File: config.mk
export PLATFORM = sky130hd
export DESIGN_NAME = seq_match_ctrl
export DESIGN_NICKNAME = d
export VERILOG_FILES = /design/src/rtl/seq_match_pkg.sv /design/src/rtl/seq_match_table.sv /design/src/rtl/seq_match_ctrl.sv
export SDC_FILE = /design/constraint.sdc
export NUM_CORES = 1
export LEC_CHECK = 0
export ABC_CLOCK_PERIOD_IN_PS = 3800
export CAP_MARGIN = 20
export CORE_AREA = 10 10 129 131
export DETAILED_ROUTE_END_ITERATION = 12
export DIE_AREA = 0 0 139 141
export PLACE_DENSITY_LB_ADDON = 0.2
export SYNTH_ARGS = -nofsm -noshare
export SYNTH_HDL_FRONTEND = slang
export SYNTH_SLANG_ARGS = --single-unit
File: constraint.sdc
create_clock -name clk_i -period 3.8 [get_ports clk_i]
set_input_delay 0.76 -clock clk_i [delete_from_list [all_inputs] [get_ports clk_i]]
set_output_delay 0.76 -clock clk_i [all_outputs]
set_load 0.1 [all_outputs]
File: src/rtl/seq_match_pkg.sv
// seq_match_pkg: state encoding and width helpers shared by the sequence-match controller files.
package seq_match_pkg;

    typedef enum logic [1:0] {IDLE, MATCH, LOCKOUT} state_e;

    function automatic int step_w(input int n);
        return (n < 2) ? 1 : $clog2(n);
    endfunction

    function automatic int fc_w(input int m);
        return $clog2(m + 1);
    endfunction

endpackage

File: src/rtl/seq_match_table.sv
// seq_match_table: NUM_STEPS-entry mask/value register file, cleared to match-anything on reset.
module seq_match_table
    import seq_match_pkg::*;
#(
    parameter int NUM_STEPS = 12,
    parameter int IN_W = 4,
    localparam int STEP_W = step_w(NUM_STEPS)
) (
    input  logic              clk_i,
    input  logic              reset_i,
    input  logic              we_i,
    input  logic [STEP_W-1:0] waddr_i,
    input  logic [IN_W-1:0]   wmask_i,
    input  logic [IN_W-1:0]   wval_i,
    input  logic [STEP_W-1:0] raddr_i,
    output logic [IN_W-1:0]   rmask_o,
    output logic [IN_W-1:0]   rval_o
);

    typedef struct packed {
        logic [IN_W-1:0] mask;
        logic [IN_W-1:0] val;
    } entry_t;

    entry_t tbl_q [NUM_STEPS];

    always_ff @(posedge clk_i) begin
        if (reset_i) begin
            for (int i = 0; i < NUM_STEPS; i++) tbl_q[i] <= '0;
        end else if (we_i && 32'(waddr_i) < NUM_STEPS) begin
            tbl_q[waddr_i] <= '{mask: wmask_i, val: wval_i};
        end
    end

    assign rmask_o = tbl_q[raddr_i].mask;
    assign rval_o  = tbl_q[raddr_i].val;

endmodule

File: src/rtl/seq_match_ctrl.sv
// seq_match_ctrl: steps qualified samples through a mask/value table with retry, timeout and fail counting.
// Define SEQ_MATCH_LOCKOUT_EN to add the timed LOCKOUT state after MAX_FAIL consecutive failures.
module seq_match_ctrl
    import seq_match_pkg::*;
#(
    parameter int NUM_STEPS   = 12,
    parameter int IN_W        = 4,
    parameter int TIMEOUT_W   = 8,
    parameter int MAX_FAIL    = 3,
    parameter int LOCK_CYCLES = 16,
    localparam int STEP_W = step_w(NUM_STEPS),
    localparam int FC_W   = fc_w(MAX_FAIL)
) (
    input  logic                 clk_i,
    input  logic                 reset_i,
    input  logic                 cfg_we_i,
    input  logic [STEP_W-1:0]    cfg_addr_i,
    input  logic [IN_W-1:0]      cfg_mask_i,
    input  logic [IN_W-1:0]      cfg_val_i,
    input  logic                 start_i,
    input  logic                 abort_i,
    input  logic                 sample_valid_i,
    input  logic [IN_W-1:0]      sample_i,
    input  logic [TIMEOUT_W-1:0] step_timeout_i,
    output logic                 busy_o,
    output logic [STEP_W-1:0]    step_o,
    output logic                 done_o,
    output logic                 fail_o,
    output logic                 locked_o,
    output logic [FC_W-1:0]      fail_cnt_o
);

    localparam logic [STEP_W-1:0] LAST = STEP_W'(NUM_STEPS - 1);

    if (NUM_STEPS < 2 || NUM_STEPS > 16 || MAX_FAIL < 1 || MAX_FAIL > 7 || LOCK_CYCLES < 1) begin : g_bad_cfg
        $error("seq_match_ctrl: illegal parameter set");
    end

    state_e                state_q;
    logic [STEP_W-1:0]     step_q;
    logic [TIMEOUT_W-1:0]  timer_q;
    logic [FC_W-1:0]       fail_cnt_q, fail_cnt_d;
    logic                  done_q, fail_q;
    logic [IN_W-1:0]       rd_mask, rd_val;
    logic                  hit, miss;

    seq_match_table #(.NUM_STEPS(NUM_STEPS), .IN_W(IN_W)) u_table (
        .clk_i   (clk_i),
        .reset_i (reset_i),
        .we_i    (cfg_we_i && state_q == IDLE),
        .waddr_i (cfg_addr_i),
        .wmask_i (cfg_mask_i),
        .wval_i  (cfg_val_i),
        .raddr_i (step_q),
        .rmask_o (rd_mask),
        .rval_o  (rd_val)
    );

    // A valid sample always wins over an expiring timer.
    assign hit        = ((sample_i ^ rd_val) & rd_mask) == '0;
    assign miss       = sample_valid_i ? !hit : (step_timeout_i != '0 && timer_q == '0);
    assign fail_cnt_d = (fail_cnt_q == FC_W'(MAX_FAIL)) ? fail_cnt_q : fail_cnt_q + FC_W'(1);

`ifdef SEQ_MATCH_LOCKOUT_EN
    localparam int LC_W = step_w(LOCK_CYCLES);
    logic [LC_W-1:0] lock_q;
`endif

    always_ff @(posedge clk_i) begin
        if (reset_i) begin
            state_q    <= IDLE;
            step_q     <= '0;
            timer_q    <= '0;
            fail_cnt_q <= '0;
            done_q     <= 1'b0;
            fail_q     <= 1'b0;
`ifdef SEQ_MATCH_LOCKOUT_EN
            lock_q     <= '0;
`endif
        end else begin
            done_q <= 1'b0;
            fail_q <= 1'b0;
            case (state_q)
                IDLE: begin
                    if (start_i && !abort_i) begin
                        state_q <= MATCH;
                        step_q  <= '0;
                        timer_q <= step_timeout_i;
                    end
                end
                MATCH: begin
                    if (abort_i) begin
                        state_q <= IDLE;
                        step_q  <= '0;
                    end else if (sample_valid_i && hit) begin
                        if (step_q == LAST) begin
                            state_q    <= IDLE;
                            step_q     <= '0;
                            done_q     <= 1'b1;
                            fail_cnt_q <= '0;
                        end else begin
                            step_q  <= step_q + STEP_W'(1);
                            timer_q <= step_timeout_i;
                        end
                    end else if (miss) begin
                        fail_q     <= 1'b1;
                        step_q     <= '0;
                        timer_q    <= step_timeout_i;
                        fail_cnt_q <= fail_cnt_d;
`ifdef SEQ_MATCH_LOCKOUT_EN
                        if (fail_cnt_d == FC_W'(MAX_FAIL)) begin
                            state_q <= LOCKOUT;
                            lock_q  <= LC_W'(LOCK_CYCLES - 1);
                        end
`endif
                    end else if (step_timeout_i != '0) begin
                        timer_q <= timer_q - TIMEOUT_W'(1);
                    end
                end
`ifdef SEQ_MATCH_LOCKOUT_EN
                LOCKOUT: begin
                    if (lock_q == '0) begin
                        state_q    <= IDLE;
                        fail_cnt_q <= '0;
                    end else begin
                        lock_q <= lock_q - LC_W'(1);
                    end
                end
`endif
                default: state_q <= IDLE;
            endcase
        end
    end

    assign busy_o     = state_q != IDLE;
    assign step_o     = step_q;
    assign done_o     = done_q;
    assign fail_o     = fail_q;
    assign fail_cnt_o = fail_cnt_q;
`ifdef SEQ_MATCH_LOCKOUT_EN
    assign locked_o   = state_q == LOCKOUT;
`else
    assign locked_o   = 1'b0;
`endif

endmodule

==> run metrics, run 1 <==
status completed; initial antenna violation count 0; asr flop ratio synth 0%; dominant register cell in the synthesized netlist edfxtp_1; CP Class flip-flop to flip-flop; total of max-cap violations 0; Setup TNS 0 ps; clk root buf clkbuf_16; core footprint 0.0142 mm²; htree depth 4; max layer used met4; final wirelength 14900 µm; Worst EP arrival 3370 ps; post-synth cell types 48; # DRC 0; Crit path buffers/inverters 2; Leakage Power 2.99 nW; Seq/Total Area, Yosys 61.6%; Post-Synthesis Cells 496; final hold violations 0; worst skew pair latency 410 ps; total power 3.56 mW; Seq cells post-synth 149; Initial Util 48.7%; Die X 139 µm; Post-synth EDFFs 128; Resize count post-CTS 0; synth top area cells edfxtp_1, and2_1, mux4_2; Commonest cells post-synth edfxtp_1, and2_1, nor2_1; CTS tree yes; NumNets Final 614; antenna-violating nets left 0; via count 4217; minimum clock period 3030 ps; met3 wire length 821 µm; post-placement cell area 0.00770 mm²; Crit-path slowest cell mux4_1; placed cell count 745; clk buf depth 2; Die Area 0.0196 mm²; number of port buffers 38; Crit path max-delay family multiplexers; routed length on met1 6800 µm; drt initial violations 305; RSZ-0062 raised after global routing no; CP Max Fanout 7; Clk pin slew, worst setup/hold paths 50 ps; final non-filler cell total 773; DR WL/cell 19.3 µm; Setup crit end kind flip-flop; Setup Buffers After CTS 0; Slew HR 34.1%; CTS Buf Count 17; Final Cycle Share 79.8%; yosys warns 0; gp weighted congestion 0.790; GRT overflow 0; Fmax 330 MHz; share of layout cells above drive strength 1 13.2%; height of the die 141 µm; Final setup violation count 0; Synth area leader edfxtp_1; Final Max Tran Viols 0; Pre-Repair DR Iteration Count 5; first-pass GRT wire length 23800 µm; most common cell in the netlist edfxtp_1; Mean Syn Cell Area 14.0 µm²; crit-path cells buf_4 -> mux4_1 -> mux2i_1 -> nor2_1 -> o211ai_1 -> nand4_1 -> and4b_1 -> buf_4 -> mux2_2 -> a21oi_1; # rows 44; ant diodes 0; Peak VDD IR 0.322 mV; largest net degree at the start of global routing 24; Slew @ Worst Pin 985 ps; WP data required 4140 ps; DR vias/cell 5.46; vias in the first global route 4371; final-layout fill cell count 1126; fin area 0.00820 mm²; synthesis-to-layout area growth 18.5%; CP most frequent cell buf_4; # IOs 40; # clock sinks 149; Synth top area share 55.5%; Clock Skew 4.70 ps; area of the mapped netlist 0.00692 mm²; worst min-delay path class flip-flop to flip-flop; GR Util All Layers 15.7%; CTS Hold Bufs 0; hpwl dp 10300 µm; Worst path max stage delay 610 ps; Routed met2 length 6990 µm; CP startpoint kind flip-flop; PwrDens 434 mW/mm²
-- sequential cells by signal, summed over array words and instances, names as in the netlist, named ones only --
name           flops
u_table.tbl_q    128
step_o             4
timer_q            8
fail_o             1
state_q            1
done_o             1
fail_cnt_o         2
-- power breakdown --
part           internal [mW]  switching [mW]  total (mW)  leakage (nW)
Clock                  0.873           0.587        1.46         0.244
Combinational         0.0925           0.140       0.232          1.23
Sequential              1.84          0.0233        1.87          1.51
Total                   2.81           0.750        3.56          2.99
-- metal layers --
metal	track usage [%]	up-vias
li1	-	1999
met2	24.6	116
met3	4.17	21
met1	20.3	2081
met4	6.43	0
met5	0	-
-- area by class of cell --
class	count	area, µm²	share of cell area, %
multi-input combinational	343	2600	31.7
tap	184	230	2.81
sequential	149	4270	52.0
clock buffer	20	437	5.32
inverter	9	33.8	0.412
clock inverter	8	63.8	0.778
timing repair buffer	60	571	6.96
-- per-stage QoR --
stage	util, %	hold WS, ps	setup WS, ps
global route	57.8	536	661
CTS	57.8	503	760
global placement	54.2	479	548
floorplan	-	463	1060
detailed placement	54.2	495	455
finish	57.8	498	767
-- cells in the final DEF (no fill, tap or decap), types with 17 or more instances in the layout --
cell type / n
edfxtp_1: 128
and2_1: 98
clkdlybuf4s50_1: 38
conb_1: 33
nor2_1: 30
nand2_1: 21
mux4_2: 21
o21ai_0: 20
dfxtp_1: 20
buf_4: 20
clkbuf_16: 17
-- cells by family after synthesis --
kind of cell | Yosys count | synth area share, %
multiplexers | 50 | 13.7
flip-flops | 149 | 61.6
XOR/XNOR | 5 | 0.632
AND/OR/NAND/NOR | 199 | 16.1
adder cells (fa/ha/maj) | 4 | 0.723
buffers and inverters | 36 | 2.57
AO/OA/AOI/OAI | 52 | 4.61
other | 1 | 0.0542
-- tightest hold or removal path: cells and delay by family (launching register included) --
| kind | cells | cell delay, ps |
|---|---|---|
| AOI/OAI and AO/OA | 2 | 140 |
| DFF | 1 | 310 |
-- final timing paths --
path	depth (start not counted)	startpoint	slack, ps	to
hold / removal	2	timer_q[5]$_SDFFE_PP0P_	500	timer_q[5]$_SDFFE_PP0P_
setup reg to reg	10	flip-flop	770	fail_cnt_o[0]$_SDFFE_PP0P_
setup / recovery	10	flip-flop	770	fail_cnt_o[0]$_SDFFE_PP0P_
hold reg to reg	2	timer_q[5]$_SDFFE_PP0P_	500	timer_q[5]$_SDFFE_PP0P_
Power figures use the tool's default switching activity.
==> run 2: changes to the inputs <==
ABC_CLOCK_PERIOD_IN_PS = 2700   (was 3800)
clock period = 2.7 ns   (was 3.8 ns; I/O delays follow)
==> run metrics, run 2 (synthesis gave the netlist of run 1 again) <==
Initial Util 48.7% (unchanged); placed cell count 763 (was 745); hold path start timer_q[3]$_SDFFE_PP0P_ (was timer_q[5]$_SDFFE_PP0P_); worst hold stages 2 (unchanged); total of max-cap violations 0 (unchanged); Switching Power 1.16 mW (was 0.750 mW); crit-path cells buf_6 -> buf_16 -> mux4_2 -> mux2i_2 -> nor2_1 -> a31oi_1 -> nand4_1 -> and4b_1 -> or4b_4 -> a21oi_2 (was buf_4 -> mux4_1 -> mux2i_1 -> nor2_1 -> o211ai_1 -> nand4_1 -> and4b_1 -> buf_4 -> mux2_2 -> a21oi_1); worst min-delay path class flip-flop to flip-flop (unchanged); RSZ-0062 raised after global routing yes (was no); sequential share of power 50.9% (was 52.5%); CTS Buf Count 17 (unchanged); DR vias/cell 5.48 (was 5.46); # DRC 0 (unchanged); Worst EP arrival 3140 ps (was 3370 ps); Biggest register u_table.tbl_q (unchanged); antenna-violating nets left 0 (unchanged); sw frac 22.5% (was 21.1%); Setup crit end kind flip-flop (unchanged); CP startpoint kind flip-flop (unchanged); CTS tree yes (unchanged); final non-filler cell total 804 (was 773); Logic pwr share 7.1% (was 6.5%); WP data required 3050 ps (was 4140 ps); hpwl dp 10600 µm (was 10300 µm); via count 4409 (was 4217); Slew HR 52.1% (was 34.1%); status finished with violations (was completed); Peak VDD IR 0.452 mV (was 0.322 mV); most frequent cells in the layout edfxtp_1, and2_1, buf_4, conb_1 (was edfxtp_1, and2_1, clkdlybuf4s50_1, conb_1, nor2_1); CP Class flip-flop to flip-flop (unchanged); Die Area 0.0196 mm² (unchanged); Clk pin slew, worst setup/hold paths 60 ps (was 50 ps); GR Util All Layers 16.7% (was 15.7%); Worst path max stage delay 550 ps (was 610 ps); clock share of power 42.0% (was 41.0%); # clock sinks 149 (unchanged); Fmax 359 MHz (was 330 MHz); htree depth 4 (unchanged); Slew @ Worst Pin 716 ps (was 985 ps); synthesis-to-layout area growth 25.2% (was 18.5%); final hold violations 0 (unchanged); # rows 44 (unchanged); Crit path buffers/inverters 2 (unchanged); DR WL/cell 19.9 µm (was 19.3 µm); Crit-path slowest cell mux4_2 (was mux4_1); Clock Skew 6.85 ps (was 4.70 ps); register area 0.00427 mm² (about the same); worst skew pair latency 410 ps (about the same); CP Max Fanout 6 (was 7); Crit path max-delay family simple AND/OR/NAND/NOR gates (was multiplexers); minimum clock period 2790 ps (was 3030 ps); number of port buffers 38 (unchanged); Leakage Power 3.21 nW (was 2.99 nW); failing checks negative setup slack; GRT overflow 0 (unchanged); WHS Endpoint timer_q[3]$_SDFFE_PP0P_ (was timer_q[5]$_SDFFE_PP0P_); Final Util 61.0% (was 57.8%); number of flip-flops under the largest register name 128 (unchanged); core footprint 0.0142 mm² (unchanged); clk buf depth 2 (unchanged); final hold slack 493 ps (was 498 ps); final-layout fill cell count 1088 (was 1126); # IOs 40 (unchanged); share of layout cells above drive strength 1 24.5% (was 13.2%); Final Cycle Share 103% (was 79.8%); Die X 139 µm (unchanged); ant diodes 0 (unchanged); final worst setup slack -87.2 ps (was 767 ps); Setup TNS -294 ps (was 0 ps); NumNets Final 641 (was 614); PwrDens 596 mW/mm² (was 434 mW/mm²); largest net degree at the start of global routing 21 (was 24); Final setup violation count 4 (was 0); r2r setup slk -90 ps (was 770 ps); final wirelength 16000 µm (was 14900 µm); CTS Hold Bufs 0 (unchanged); vias in the first global route 4714 (was 4371); drt initial violations 278 (was 305); commonest non-fill, non-tap cell in the layout edfxtp_1 (unchanged); clk root buf clkbuf_16 (unchanged); Final Max Tran Viols 0 (unchanged); initial antenna violation count 0 (unchanged); area taken by multi-input logic gates 0.00271 mm² (was 0.00260 mm²); gp weighted congestion 0.856 (was 0.790); first-pass GRT wire length 25500 µm (was 23800 µm); height of the die 141 µm (unchanged); Reg2Reg Depth 10 (unchanged); Pre-Repair DR Iteration Count 4 (was 5); internal power 4.01 mW (was 2.81 mW)
[run 2: cell count changes in the layout (fill, tap and decap cells not counted), sizes merged]
cell	previous run	this run
clkinv	6	8
buf	22	58
clkdlybuf4s50	38	29
inv	9	11
clkbuf	20	18
clkinvlp	1	3
[run 2: power groups by stage]
stage                     clock network (mW)  logic [mW]  registers [mW]
after floorplan                            0       0.177            2.67
after global placement                     0       0.330            2.68
after detailed placement                   0       0.336            2.68
after CTS                               2.19       0.351            2.63
after global routing                    2.29       0.398            2.64
final                                   2.17       0.366            2.63
[run 2: metal layers]
| metal | up-vias | GRT usage [%] | share of wire [%] |
|---|---|---|---|
| li1 | 2056 | - | - |
| met4 | 0 | 6.70 | 2.3 |
| met2 | 122 | 27.9 | 49 |
| met1 | 2203 | 20.1 | 43 |
| met5 | - | 0 | 0 |
| met3 | 28 | 4.67 | 5.4 |
[run 2: final cells by class]
| class | count | share of cell area (%) |
|---|---|---|
| tap | 184 | 2.66 |
| clock inverter | 14 | 1.28 |
| multi-input combinational | 343 | 31.3 |
| inverter | 9 | 0.390 |
| sequential | 149 | 49.2 |
| clock buffer | 18 | 4.95 |
| timing repair buffer | 87 | 10.2 |
[run 2: stage by stage]
stage	instance area, µm²	setup slack (ps)	power, mW
after floorplan	7050	18.5	2.85
after global placement	7840	-90.5	3.01
after detailed placement	7840	-135	3.01
after CTS	8590	-70.2	5.17
after global routing	8670	-188	5.33
final	8670	-87.2	5.17
[run 2: timing repair]
item,CTS,global route
cloned,4,0
resized for setup,30,23
setup buffers,5,1
endpoints found under the setup margin,13,19
pin swaps,13,10
[run 2: worst max-delay path by stage]
stage	start	endpoint	slack, ps	depth (start not counted)
after CTS	flip-flop	flip-flop	-70	10
final	flip-flop	flip-flop	-90	10
after global routing	flip-flop	step_o[0]$_SDFFE_PP0P_	-190	10
after floorplan	flip-flop	flip-flop	20	10
after detailed placement	flip-flop	fail_cnt_o[0]$_SDFFE_PP0P_	-130	10
after global placement	flip-flop	flip-flop	-90	9
[run 2: worst min-delay path, cell delays in order, from the launching register on]
cell	delay, ps
dfxtp_1	330
o21ai_2	70
a21oi_2	50
==> run 3: changes to the inputs <==
GPL_TIMING_DRIVEN = 0   (was default)
==> run metrics, run 3 (synthesis gave the netlist of run 1 again) <==
worst skew pair latency 420 ps (was 410 ps); sequential share of power 48.7% (was 50.9%); final non-filler cell total 804 (unchanged); CTS Buf Count 17 (unchanged); Final Cycle Share 104% (was 103%); Biggest register u_table.tbl_q (unchanged); area taken by multi-input logic gates 0.00275 mm² (was 0.00271 mm²); Initial Util 48.7% (unchanged); total of max-cap violations 0 (unchanged); # rows 44 (unchanged); clock share of power 44.3% (was 42.0%); Clock Skew 7.49 ps (was 6.85 ps); height of the die 141 µm (unchanged); worst min-delay path class flip-flop to flip-flop (unchanged); Worst EP arrival 3170 ps (was 3140 ps); via count 4401 (was 4409); register area 0.00427 mm² (about the same); Pre-Repair DR Iteration Count 5 (was 4); gp weighted congestion 0.818 (was 0.856); CTS Hold Bufs 0 (unchanged); # IOs 40 (unchanged); CP Class flip-flop to flip-flop (unchanged); Slew @ Worst Pin 993 ps (was 716 ps); # DRC 0 (unchanged); Final Max Tran Viols 0 (unchanged); Clk pin slew, worst setup/hold paths 60 ps (about the same); final hold violations 0 (unchanged); htree depth 4 (unchanged); Setup TNS -412 ps (was -294 ps); initial antenna violation count 0 (unchanged); # clock sinks 149 (unchanged); core footprint 0.0142 mm² (unchanged); number of flip-flops under the largest register name 128 (unchanged); NumNets Final 643 (was 641); number of port buffers 38 (unchanged); share of layout cells above drive strength 1 21.3% (was 24.5%); Die X 139 µm (unchanged); largest net degree at the start of global routing 17 (was 21); most frequent cells in the layout edfxtp_1, and2_1, clkdlybuf4s50_1, conb_1, nor2_1 (was edfxtp_1, and2_1, buf_4, conb_1); clk buf depth 2 (unchanged); CP Max Fanout 6 (unchanged); Peak VDD IR 0.462 mV (was 0.452 mV); Setup crit end kind flip-flop (unchanged); Final setup violation count 9 (was 4); Fmax 355 MHz (was 359 MHz); CTS tree yes (unchanged); GR Util All Layers 17.1% (was 16.7%); total power 5.39 mW (was 5.17 mW); Die Area 0.0196 mm² (unchanged); ant diodes 0 (unchanged); vias in the first global route 4625 (was 4714); Slew HR 33.6% (was 52.1%); synthesis-to-layout area growth 26.0% (was 25.2%); Switching Power 1.13 mW (was 1.16 mW); sw frac 20.9% (was 22.5%); DR WL/cell 20.6 µm (was 19.9 µm); placed cell count 757 (was 763); PwrDens 618 mW/mm² (was 596 mW/mm²); failing checks negative setup slack (unchanged); GRT overflow 0 (unchanged); Logic pwr share 7.0% (was 7.1%); final worst setup slack -119 ps (was -87.2 ps); clk root buf clkbuf_16 (unchanged); WP data required 3050 ps (about the same); antenna-violating nets left 0 (unchanged); DR vias/cell 5.47 (was 5.48); status finished with violations (unchanged); hpwl dp 11400 µm (was 10600 µm); CP startpoint kind flip-flop (unchanged); final-layout fill cell count 1084 (was 1088); RSZ-0062 raised after global routing yes (unchanged); first-pass GRT wire length 25600 µm (was 25500 µm); internal power 4.26 mW (was 4.01 mW); final wirelength 16600 µm (was 16000 µm); Leakage Power 3.19 nW (was 3.21 nW); drt initial violations 321 (was 278); commonest non-fill, non-tap cell in the layout edfxtp_1 (unchanged); minimum clock period 2820 ps (was 2790 ps)
==> run 3: changes by cell type in the layout (fill, tap and decap cells not counted), sizes merged <==
cell and change:
bufinv +3, clkinv -1, clkdlybuf4s50 +9, buf -25, inv -2, clkinvlp -1
clkbuf +17
==> run 3: worst paths after layout <==
| kind | start | end | slack, ps | cells after the start |
|---|---|---|---|---|
| setup / recovery | flip-flop | flip-flop | -120 | 9 |
| setup reg to reg | flip-flop | flip-flop | -120 | 9 |
| hold reg to reg | timer_q[5]$_SDFFE_PP0P_ | timer_q[5]$_SDFFE_PP0P_ | 500 | 2 |
| hold / removal | timer_q[5]$_SDFFE_PP0P_ | timer_q[5]$_SDFFE_PP0P_ | 500 | 2 |
==> run 3: final cells by class <==
type                    instances  area share, %
clock inverters                13           1.89
repair buffers                 63           7.45
inverters                       9          0.387
multi-input cells             343           31.6
plain buffers                  26           2.28
flip-flops and latches        149           48.9
clock buffers                  17           4.88
well taps                     184           2.64
==> run 3: per-layer routing <==
metal / vias to the layer above / GRT usage [%] / routed length, µm
met5: - / 0 / 0
met4: 0 / 7.52 / 411
met3: 28 / 3.80 / 874
met2: 123 / 29.8 / 8570
met1: 2185 / 19.9 / 6720
li1: 2065 / - / -
==> run 3: critical path, cell delays in order, from the launching register on <==
cell and delay (ps):
dfxtp_2 340, buf_12 150, buf_12 150, mux4_2 500
mux2_4 300, a32oi_1 190, nand4_1 120, and4b_2 340
or4b_4 500, a21oi_2 150
==> run 3: timing repair <==
item / 4_1_cts / 5_1_grt
setup buffers: 12 / 2
pin swaps: 10 / 13
gates resized for setup: 52 / 36
cloned: 2 / 2
endpoints found under the setup margin: 45 / 61
==> run 3: per-stage QoR <==
step	hold slack [ps]	util (%)	area, µm²	worst slack, ps
final	502	61.4	8720	-119
after global routing	534	61.4	8720	-212
after CTS	504	60.5	8590	-112
after detailed placement	497	54.3	7710	-1020
after global placement	479	53.9	7660	-962
after floorplan	463	-	7050	18.5
==> run 3: power groups by stage <==
stage	registers, mW	logic, mW	clock network [mW]
floorplan	2.67	0.177	0
global placement	2.67	0.313	0
detailed placement	2.67	0.329	0
CTS	2.63	0.354	2.42
global route	2.64	0.404	2.51
finish	2.63	0.376	2.39
